### src/rtl/bpd_update_arbiter_rr_if.sv
// rtl/bpd_update_arbiter_rr_if.sv - update-channel and output-port bundle for the update arbiter
// Ports (slave = arbiter view):
//   io_in_valid/io_in_urgent/io_in_bits  N_IN request channels, bits flattened per channel
//   io_in_ready                          per-channel grant/accept
//   io_out_valid/io_out_bits/io_out_chosen/io_out_ready  FIFO head towards the predictor
interface bpd_update_arbiter_rr_if #(
    parameter int N_IN     = 4,
    parameter int DATA_W   = 256,
    parameter int CHOSEN_W = $clog2(N_IN)
);
    logic [N_IN-1:0]        io_in_valid;
    logic [N_IN-1:0]        io_in_urgent;
    logic [N_IN*DATA_W-1:0] io_in_bits;
    logic [N_IN-1:0]        io_in_ready;
    logic                   io_out_ready;
    logic                   io_out_valid;
    logic [DATA_W-1:0]      io_out_bits;
    logic [CHOSEN_W-1:0]    io_out_chosen;

    modport master (
        output io_in_valid, io_in_urgent, io_in_bits, io_out_ready,
        input  io_in_ready, io_out_valid, io_out_bits, io_out_chosen
    );

    modport slave (
        input  io_in_valid, io_in_urgent, io_in_bits, io_out_ready,
        output io_in_ready, io_out_valid, io_out_bits, io_out_chosen
    );
endinterface

### src/rtl/bpd_update_arbiter_rr.sv
// rtl/bpd_update_arbiter_rr.sv - N-way fixed/round-robin update arbiter with urgent class and output FIFO
// Ports:
//   clock, reset   core clock, synchronous active-high reset
//   io_mode_rr     0 = fixed priority (lowest index), 1 = round-robin from rr_ptr
//   io_flush       synchronous clear of the output FIFO (rr_ptr kept)
//   upd            request channels and FIFO head (slave modport)
//   io_count       FIFO occupancy
module bpd_update_arbiter_rr #(
    parameter int N_IN     = 4,
    parameter int DATA_W   = 256,
    parameter int DEPTH    = 2,
    parameter int CHOSEN_W = $clog2(N_IN)
) (
    input  logic                     clock,
    input  logic                     reset,
    input  logic                     io_mode_rr,
    input  logic                     io_flush,
    bpd_update_arbiter_rr_if.slave   upd,
    output logic [$clog2(DEPTH):0]   io_count
);
    localparam int PTR_W = $clog2(DEPTH);
    localparam int CNT_W = PTR_W + 1;

    logic [DATA_W-1:0]   data_q   [DEPTH];
    logic [CHOSEN_W-1:0] chosen_q [DEPTH];
    logic [PTR_W-1:0]    wr_ptr;
    logic [PTR_W-1:0]    rd_ptr;
    logic [CNT_W-1:0]    count;
    logic [CHOSEN_W-1:0] rr_ptr;

    logic [N_IN-1:0]     urg;
    logic [N_IN-1:0]     cand;
    logic [CHOSEN_W-1:0] winner;
    logic [CHOSEN_W-1:0] winner_next;
    logic                found;
    logic                can_enq;
    logic                fire;
    logic                deq;
    int                  idx;

    // Urgent requests form their own class; only when none exist do plain
    // requests compete. The scan starts at rr_ptr in round-robin mode and at
    // index 0 in fixed mode, so both modes share one priority search.
    always_comb begin
        urg    = upd.io_in_valid & upd.io_in_urgent;
        cand   = (urg != '0) ? urg : upd.io_in_valid;
        winner = '0;
        found  = 1'b0;
        idx    = 0;
        for (int k = 0; k < N_IN; k++) begin
            idx = (io_mode_rr ? int'(rr_ptr) : 0) + k;
            if (idx >= N_IN) begin
                idx = idx - N_IN;
            end
            if (!found && cand[idx]) begin
                found  = 1'b1;
                winner = CHOSEN_W'(idx);
            end
        end
        winner_next = (int'(winner) == N_IN - 1) ? '0 : winner + 1'b1;
    end

    // Enqueue eligibility looks only at the registered count, so a full FIFO
    // stays closed even when the consumer drains it in the same cycle; this
    // keeps io_out_ready out of the io_in_ready path.
    assign can_enq = (count < CNT_W'(DEPTH)) && !io_flush && !reset;

    always_comb begin
        upd.io_in_ready = '0;
        if (can_enq && found) begin
            upd.io_in_ready[winner] = 1'b1;
        end
    end

    assign fire = |(upd.io_in_ready & upd.io_in_valid);
    assign deq  = upd.io_out_valid && upd.io_out_ready;

    assign upd.io_out_valid  = (count != '0);
    assign upd.io_out_bits   = upd.io_out_valid ? data_q[rd_ptr]   : '0;
    assign upd.io_out_chosen = upd.io_out_valid ? chosen_q[rd_ptr] : '0;
    assign io_count          = count;

    always_ff @(posedge clock) begin
        if (reset) begin
            count  <= '0;
            wr_ptr <= '0;
            rd_ptr <= '0;
            rr_ptr <= '0;
        end else if (io_flush) begin
            // Dequeue in the flush cycle is discarded; rr_ptr survives.
            count  <= '0;
            wr_ptr <= '0;
            rd_ptr <= '0;
        end else begin
            if (fire) begin
                wr_ptr <= wr_ptr + 1'b1;
                rr_ptr <= winner_next;
            end
            if (deq) begin
                rd_ptr <= rd_ptr + 1'b1;
            end
            case ({fire, deq})
                2'b10:   count <= count + 1'b1;
                2'b01:   count <= count - 1'b1;
                default: count <= count;
            endcase
        end
    end

    // Storage is deliberately not reset; contents are only visible through
    // count-qualified output gating.
    always_ff @(posedge clock) begin
        if (fire) begin
            data_q[wr_ptr]   <= upd.io_in_bits[winner*DATA_W +: DATA_W];
            chosen_q[wr_ptr] <= winner;
        end
    end
endmodule

### src/flat_wrapper.sv
// flat-port wrapper written by rule: the top's interface ports become plain ports
module bpd_update_arbiter_rr_flat 
#(
    parameter int N_IN     = 4,
    parameter int DATA_W   = 256,
    parameter int DEPTH    = 2,
    parameter int CHOSEN_W = $clog2(N_IN)
)
  (clock, reset, io_mode_rr, io_flush, io_count, upd_io_in_valid, upd_io_in_urgent, upd_io_in_bits, upd_io_out_ready, upd_io_in_ready, upd_io_out_valid, upd_io_out_bits, upd_io_out_chosen);
  bpd_update_arbiter_rr_if #(.N_IN(N_IN), .DATA_W(DATA_W), .CHOSEN_W(CHOSEN_W)) upd_i ();
  input  logic clock;
  input  logic reset;
  input  logic io_mode_rr;
  input  logic io_flush;
  output logic [$clog2(DEPTH):0] io_count;
  input wire logic [$bits(upd_i.io_in_valid)-1:0] upd_io_in_valid;
  input wire logic [$bits(upd_i.io_in_urgent)-1:0] upd_io_in_urgent;
  input wire logic [$bits(upd_i.io_in_bits)-1:0] upd_io_in_bits;
  input wire logic [$bits(upd_i.io_out_ready)-1:0] upd_io_out_ready;
  output wire logic [$bits(upd_i.io_in_ready)-1:0] upd_io_in_ready;
  output wire logic [$bits(upd_i.io_out_valid)-1:0] upd_io_out_valid;
  output wire logic [$bits(upd_i.io_out_bits)-1:0] upd_io_out_bits;
  output wire logic [$bits(upd_i.io_out_chosen)-1:0] upd_io_out_chosen;
  assign upd_i.io_in_valid = upd_io_in_valid;
  assign upd_i.io_in_urgent = upd_io_in_urgent;
  assign upd_i.io_in_bits = upd_io_in_bits;
  assign upd_i.io_out_ready = upd_io_out_ready;
  assign upd_io_in_ready = upd_i.io_in_ready;
  assign upd_io_out_valid = upd_i.io_out_valid;
  assign upd_io_out_bits = upd_i.io_out_bits;
  assign upd_io_out_chosen = upd_i.io_out_chosen;
  bpd_update_arbiter_rr #(.N_IN(N_IN), .DATA_W(DATA_W), .DEPTH(DEPTH), .CHOSEN_W(CHOSEN_W)) u_core (.clock(clock), .reset(reset), .io_mode_rr(io_mode_rr), .io_flush(io_flush), .upd(upd_i), .io_count(io_count));
endmodule
### config.mk
export PLATFORM = sky130hd
export DESIGN_NAME = bpd_update_arbiter_rr_flat
export DESIGN_NICKNAME = d
export VERILOG_FILES = /design/src/rtl/bpd_update_arbiter_rr_if.sv /design/src/rtl/bpd_update_arbiter_rr.sv /design/src/flat_wrapper.sv
export SDC_FILE = /design/constraint.sdc
export NUM_CORES = 1
export LEC_CHECK = 0
export ABC_AREA = 1
export BUFFER_PORTS_ARGS = -buffer_cell sky130_fd_sc_hd__buf_4
export CAP_MARGIN = 20
export CORE_AREA = 2 2 513 515
export DETAILED_ROUTE_END_ITERATION = 10
export DIE_AREA = 0 0 515 517
export GPL_TIMING_DRIVEN = 0
export PLACE_DENSITY = 0.37
export SLEW_MARGIN = 20
export SYNTH_ARGS = -nofsm -noshare
export SYNTH_HDL_FRONTEND = slang
export SYNTH_SLANG_ARGS = --single-unit
export TNS_END_PERCENT = 100
### constraint.sdc
create_clock -name clock -period 26.9 [get_ports clock]
set_clock_uncertainty 0.2 [all_clocks]
set_input_delay 4.035 -clock clock [delete_from_list [all_inputs] [get_ports clock]]
set_output_delay 4.035 -clock clock [all_outputs]
set_load 0.01 [all_outputs]
# After elaboration in Yosys (flattened, before gate mapping)
# Memories as Yosys holds them, arrays and structs flattened. A register that Yosys moved wholly into a read port is not among the register bits.
# Index checks and enable logic that the tools add are counted.
[word_totals]
memories = 2
wordCells = 94
regBits = 6
out_inout_bits = 265
ramBits = 516
[mem_list]
columns = ["memory", "words", "word_bits", "rd", "rd_ports_with_merged_regs", "wr", "line", "text"]
rows = [
  ["u_core.data_q", 2, 256, 1, 1, 1, "bpd_update_arbiter_rr.sv:24", "logic [DATA_W-1:0] data_q [DEPTH];"],
  ["u_core.chosen_q", 2, 2, 1, 1, 1, "bpd_update_arbiter_rr.sv:25", "logic [CHOSEN_W-1:0] chosen_q [DEPTH];"],
]
[classes]
n_eq_ne = 3
n_shift = 1
reduce_logical = 19
n_lt_le_gt_ge = 11
add_sub_neg = 12
n_bitwise = 3
mux = 39
[ops]
columns = ["op", "count"]
rows = [
  ["1024-bit by 11-bit variable part select with 256-bit output", 1],
  ["256-bit two-way mux", 1],
  ["32-bit by 4-bit less-than comparator with 1-bit output, second input constant", 4],
  ["32-bit two-way mux", 4],
  ["32-bit by 4-bit >= comparator with 1-bit output, second input constant", 3],
  ["32-bit by 4-bit subtractor with 32-bit output, second input constant", 3],
  ["32-bit by 3-bit adder with 32-bit output, second input constant", 2],
  ["1-bit two-way mux", 19],
  ["2-bit two-way mux", 7],
  ["4-bit bitwise AND", 2],
  ["1-bit binary-select mux with 2-bit select", 4],
  ["1-bit logical AND", 8],
  ["4-bit two-way mux", 2],
  ["1-bit zero test", 5],
  ["2-bit by 1-bit adder with 2-bit output, second input constant", 2],
  ["2-bit by 1-bit equality test with 1-bit output, second input constant", 2],
  ["2-bit one-hot mux with 2 select lines", 1],
  ["2-bit nonzero test", 2],
  ["4-bit nonzero test", 1],
  ["4-bit OR reduction", 1],
  ["2-bit by 3-bit subtractor with 4-bit output, second input constant", 1],
  ["2-bit by 1-bit adder with 3-bit output, second input constant", 1],
  ["2-bit by 3-bit >= comparator with 1-bit output, second input constant", 1],
  ["2-bit by 3-bit less-than comparator with 1-bit output, second input constant", 1],
  ["other kinds (9)", 10],
]

# Logic depth before layout (Yosys ltp)
[logic_depth]
depth_word = 25
depth_mapped = 22

# Least setup slack after synthesis
# Ideal clock, no wire load.
[synth_path]
path_kind = "input port to flip-flop"
start = "in upd_io_in_valid[1]"
end = "mem u_core.chosen_q[1][0] (netlist bit) (enable)"
path_slack_ns = 15.466
arrival_ns = 10.625
t_required_ns = 26.091
n_path_buf = 0
stages = 16
setup_ns = 0.609
cell_sequence = "nand2_2 > nand2_4 > nor2_4 > nand2_1 > nand3_1 > nand2_1 > inv_1 > nand2_2 > nor2_2 > nand3_2 > o21ai_0 > ha_1 > nand3_1 > nand3_1 > nand2_1 > inv_1"
[synth_between]
elab_chain_len = 25
word_cells_on_any_way = 40
cone_classes = "order compare (2); mux (26); bitwise (2); reduce/logical (10)"
[synth_lines]
columns = ["element", "line", "text"]
rows = [
  ["start, declared", "flat_wrapper.sv:16", "input wire logic [$bits(upd_i.io_in_valid)-1:0] upd_io_in_valid;"],
  ["4-bit bitwise AND", "bpd_update_arbiter_rr.sv:45", "urg = upd.io_in_valid & upd.io_in_urgent;"],
  ["4-bit nonzero test", "bpd_update_arbiter_rr.sv:46", "cand = (urg != '0) ? urg : upd.io_in_valid;"],
  ["4-bit two-way mux", "bpd_update_arbiter_rr.sv:46", ""],
  ["1-bit binary-select mux with 2-bit select", "bpd_update_arbiter_rr.sv:55", "if (!found && cand[idx]) begin"],
  ["1-bit two-way mux (not written as such) (2 in a row)", "bpd_update_arbiter_rr.sv:55", ""],
  ["1-bit two-way mux", "bpd_update_arbiter_rr.sv:55", ""],
  ["1-bit zero test", "bpd_update_arbiter_rr.sv:55", ""],
  ["1-bit logical AND", "bpd_update_arbiter_rr.sv:55", ""],
  ["[8 not listed]", "n/a", ""],
  ["1-bit logical AND (not written as such)", "bpd_update_arbiter_rr.sv:71", "upd.io_in_ready[winner] = 1'b1;"],
  ["1-bit two-way mux (not written as such)", "bpd_update_arbiter_rr.sv:71", ""],
  ["1-bit demux with 2-bit select", "n/a", ""],
  ["4-bit two-way mux", "bpd_update_arbiter_rr.sv:70", "if (can_enq && found) begin"],
  ["4-bit bitwise AND (*)", "bpd_update_arbiter_rr.sv:75", "assign fire = |(upd.io_in_ready & upd.io_in_valid);"],
  ["4-bit OR reduction (*)", "bpd_update_arbiter_rr.sv:75", ""],
  ["1-bit two-way mux (*)", "bpd_update_arbiter_rr.sv:113", "if (fire) begin"],
  ["1-bit two-way mux (not written as such) (*)", "bpd_update_arbiter_rr.sv:115", "chosen_q[wr_ptr] <= winner;"],
  ["end, declared", "bpd_update_arbiter_rr.sv:25", ""],
]
# Mark *: on every way between the ends. The rest lies on a longest branch, timed or not. The select of a mux whose other input is x is not followed.

# Worst setup path after layout
[layout_path]
start = "in upd_io_in_valid[0]"
end = "out upd_io_in_ready[0]"
[layout_between]
elab_chain_len = 21
word_cells_on_any_way = 36
cone_classes = "order compare (2); mux (24); bitwise (1); reduce/logical (9)"
[layout_lines]
columns = ["element", "line", "text"]
rows = [
  ["4-bit bitwise AND", "bpd_update_arbiter_rr.sv:45", ""],
  ["4-bit nonzero test", "bpd_update_arbiter_rr.sv:46", ""],
  ["4-bit two-way mux (*)", "bpd_update_arbiter_rr.sv:46", ""],
  ["1-bit binary-select mux with 2-bit select", "bpd_update_arbiter_rr.sv:55", ""],
  ["1-bit two-way mux (not written as such) (2 in a row)", "bpd_update_arbiter_rr.sv:55", ""],
  ["1-bit two-way mux", "bpd_update_arbiter_rr.sv:55", ""],
  ["1-bit zero test", "bpd_update_arbiter_rr.sv:55", ""],
  ["1-bit logical AND", "bpd_update_arbiter_rr.sv:55", ""],
  ["[4 not listed]", "n/a", ""],
  ["1-bit zero test", "bpd_update_arbiter_rr.sv:55", ""],
  ["1-bit logical AND", "bpd_update_arbiter_rr.sv:55", ""],
  ["2-bit two-way mux", "bpd_update_arbiter_rr.sv:55", ""],
  ["2-bit by 3-bit less-than comparator with 1-bit output (not written as such) or 2-bit by 1-bit >= comparator with 1-bit output (tied branches)", "bpd_update_arbiter_rr.sv:71", ""],
  ["1-bit logical AND (not written as such)", "bpd_update_arbiter_rr.sv:71", ""],
  ["1-bit two-way mux (not written as such)", "bpd_update_arbiter_rr.sv:71", ""],
  ["1-bit demux with 2-bit select", "n/a", ""],
  ["4-bit two-way mux (*)", "bpd_update_arbiter_rr.sv:70", ""],
  ["end, declared", "flat_wrapper.sv:20", "output wire logic [$bits(upd_i.io_in_ready)-1:0] upd_io_in_ready;"],
]
# Marked as above.

==> summary.txt <==
Logic synthesis
  • Synth area leader: edfxtp_1
  • Area contributors post-synth: edfxtp_1 55%, nand2_1 24%, a31oi_1 5.7%, a21oi_1 4.6%, nor2_1 3.6%
  • Compound-Gate Fraction of Synth Area: 10.52%
  • Number of flops mapped to enable cells by yosys: 516
  • Largest family of logic cells by synthesized area: simple AND/OR/NAND/NOR gates
  • Sequential area share after synthesis: 55.32%
  • Post-Syn Nets: 4542
  • Post-synth top area share: 54.82%
  • Netlist Area Pre-Place: 28260 sq um
  • Synth Area per Inst: 8.069 sq um
  • Synth Area in Simple Gates: 29.07%
  • Post-Synth Adder-Cell Area: 0.08853%
  • Synth unique cells: 29
  • Synth Register Bits: 523
  • Synth Area in XOR/XNOR: 0.06197%
  • Yosys warnings: 0
  • Syn Inst Count: 3503
  • Asr flop ratio synth: 0%
  • Fraction of synthesized area in multiplexers: 0%
  • Post-synth top flop: edfxtp_1

Placement
  • Area of placed instances: 42620 sq um
  • Port Buffers: 1301
  • Post-detail-place hpwl: 193400 um
  • Pre-CTS WS: 15.42 ns
  • GP Congestion: 0.9248

Routing
  • WL final: 230100 um
  • DR pass1 iterations: 5
  • Vias per std cell: 3.754
  • Vias: 31.53k
  • DR DRC count: 0
  • Initial DRC count: 2270
  • Wire length per cell: 27.39 um
  • Antenna Nets Post-Route: 0

Critical path
  • Delay of the slowest cell on the worst path: 0.52 ns
  • Critical Path Start Type: primary input
  • Critical path fanouts, max: 10
  • Setup CP Type: in -> out
  • CP most frequent cell: buf_4
  • Crit. End Element: primary output
  • CP Cell Sequence: buf_4, nand2_2, nand2_4, nor2_4, nand2_1, nand3_1, nand2_1, nor2_1, nand4_1, nand3_1, buf_4, buf_2, buf_2, nor4_1, buf_4
  • Reg-to-Reg Start: u_core.rr_ptr[0]
  • R2R setup slack: 22.06 ns
  • Crit-path slowest cell: buf_2
  • RR Endpoint: u_core.data_q[1][136]
  • Reg2Reg Depth: 18
  • CP Launch Point: upd_io_in_valid[0]
  • Critical Path AT: 7.10 ns
  • Worst path required time: 22.66 ns

Worst hold path
  • Worst hold path type: reg -> reg
  • Worst hold stages: 1
  • Hold worst-path end: u_core.rd_ptr
  • Hold Crit Start: u_core.rd_ptr

STA
  • Final setup TNS: 0 ns
  • Final Cycle Share: 42.14%
  • Final worst slack: 15.56 ns
  • Worst Max-Slew Pin Slew: 1.049 ns
  • Fin. max-slew vios: 0
  • Hold Fails Final Rpt: 0
  • Final setup vio count: 0
  • Min Tclk post-route: 11.34 ns
  • RSZ-0062 raised after global routing: no
  • Fmax: 0.08821 GHz
  • Relative slew slack: 30.05%

Cells and area
  • Post-route core utilization: 17.28%
  • Post-route cell area: 45110 sq um
  • Nets: 5929
  • Most common cell after layout, fill and taps aside: nand2_1
  • Synth-to-layout area growth: 59.59%
  • Most frequent cells in the layout: 1836 x nand2_1, 1323 x buf_4, 516 x edfxtp_1
  • Share of layout cells above drive strength 1: 32.31%

Floorplanning
  • Core Rows: 188
  • Initial Util: 10.83%
  • # IOs: 1302
  • Core Region: 261100 sq um
  • Die width: 515 um
  • Die area: 266300 sq um
  • Die height: 517 um

GRT
  • Global-route wire length before repair: 292500 um
  • Largest net degree at the start of global routing: 79
  • Tot GR Track Use: 16.44%
  • Initial antenna violation count: 68
  • GRT overflow: 0
  • Vias in the first global route: 31.59k

Power and ir drop
  • Worst vdd ir: 0.00004972 V
  • Net Sw Frac: 50.34%
  • Comb power frac: 56.3%
  • Switching Power: 2.867 mW
  • Leakage: 19.43 nW
  • Tot Pwr: 5.695 mW
  • Clock share of power: 17.5%
  • Flop pwr share: 26.2%
  • Internal: 2.828 mW
  • Pwr/cell area: 126.3 nW/um^2

Clocking
  • CTS clk-pin slew, worst paths: 0.05 ns
  • CTS Root Cell: clkbuf_16
  • Clock Latency Late Sink: 0.70 ns
  • Num CTS Buffers: 73
  • Cts repair resizes: 0
  • CTS tree: built
  • Clock Sinks: 523
  • CTS Hold Bufs: 0
  • Setup Buffers After CTS: 0
  • Clock buffer depth: 3
  • H-tree depth: 3

Outcome
  • Status: finished clean

Job
  • Max_cap viols: 0
-- stage by stage --
step | hold WS, ns | std cells
2_1_floorplan | 0.2255 | 3503
5_1_grt | 0.3046 | 8378
6_report | 0.2618 | 8398
4_1_cts | 0.2551 | 8369
3_3_place_gp | 0.2387 | 8224
3_5_place_dp | 0.2456 | 8235
-- worst max-delay path, delay by kind of cell --
family	cells	cell delay, ns
and+or+nand+nor	10	1.36
buffers and inverters	5	1.63
-- routing by layer --
metal,up-vias,track usage (%),part of all wire [%]
li1,14501,-,-
met1,15325,20.49,42
met2,1418,26.47,46
met3,247,5.377,9.4
met4,36,5.645,3.1
met5,-,0,0.11
-- state kept, by name, summed over array words and instances, names as in the netlist, named ones only --
| name | count |
|---|---|
| u_core.chosen_q | 4 |
| u_core.rd_ptr | 1 |
| u_core.wr_ptr | 1 |
| u_core.io_count | 2 |
| u_core.rr_ptr | 2 |
| u_core.data_q | 512 |
-- power by group through the flow --
| stage | registers [mW] | logic (mW) | clock network [mW] |
|---|---|---|---|
| 2_1_floorplan | 1.53 | 1.55 | 0 |
| 5_1_grt | 1.51 | 3.49 | 1.06 |
| 6_report | 1.49 | 3.20 | 0.996 |
| 3_3_place_gp | 1.59 | 3.23 | 0 |
| 4_1_cts | 1.49 | 3.27 | 1.03 |
| 3_5_place_dp | 1.51 | 3.26 | 0 |
-- cell usage after synthesis (2+ instances only) --
cell	number
nand2_1	1836
edfxtp_1	516
nor2_1	274
a21oi_1	262
a31oi_1	256
buf_2	113
clkbuf_1	98
nand3_1	29
inv_1	27
buf_4	22
buf_1	13
nand2_2	10
dfxtp_1	7
buf_6	5
buf_8	5
o21ai_0	5
inv_2	4
nand4_1	4
ha_1	2
nor2_2	2
nor2_4	2
o21ai_1	2
o21ai_2	2
xnor2_1	2
-- worst max-delay path by stage --
stage / to / cells past startpoint
global placement: u_core.data_q[0][155] / 18
detailed placement: upd_io_in_ready[0] / 17
finish: upd_io_in_ready[0] / 15
global route: upd_io_in_ready[0] / 17
CTS: upd_io_in_ready[0] / 17
floorplan: u_core.chosen_q[1][0] / 16
-- cells by family (layout without fill, tap and decap cells) --
logic type      after synthesis  in the layout
compound gates              528            528
buf+inv                     288           1734
flops                       523            523
simple gates               2160           2160
other cells                   0             29
xor+xnor                      2              2
fa+ha+maj                     2              2
-- area by class of cell --
type,instances,area (sq um)
timing repair buffer,1312,10040
inverter,32,135.1
tap,3420,4279
clock inverter,44,500.5
antenna,29,72.57
clock buffer,90,1912
sequential,523,15640
buffer,256,1291
multi-input combinational,2692,11250
fill,29836,216000
Note: power is estimated with default switching activity, not from simulation.
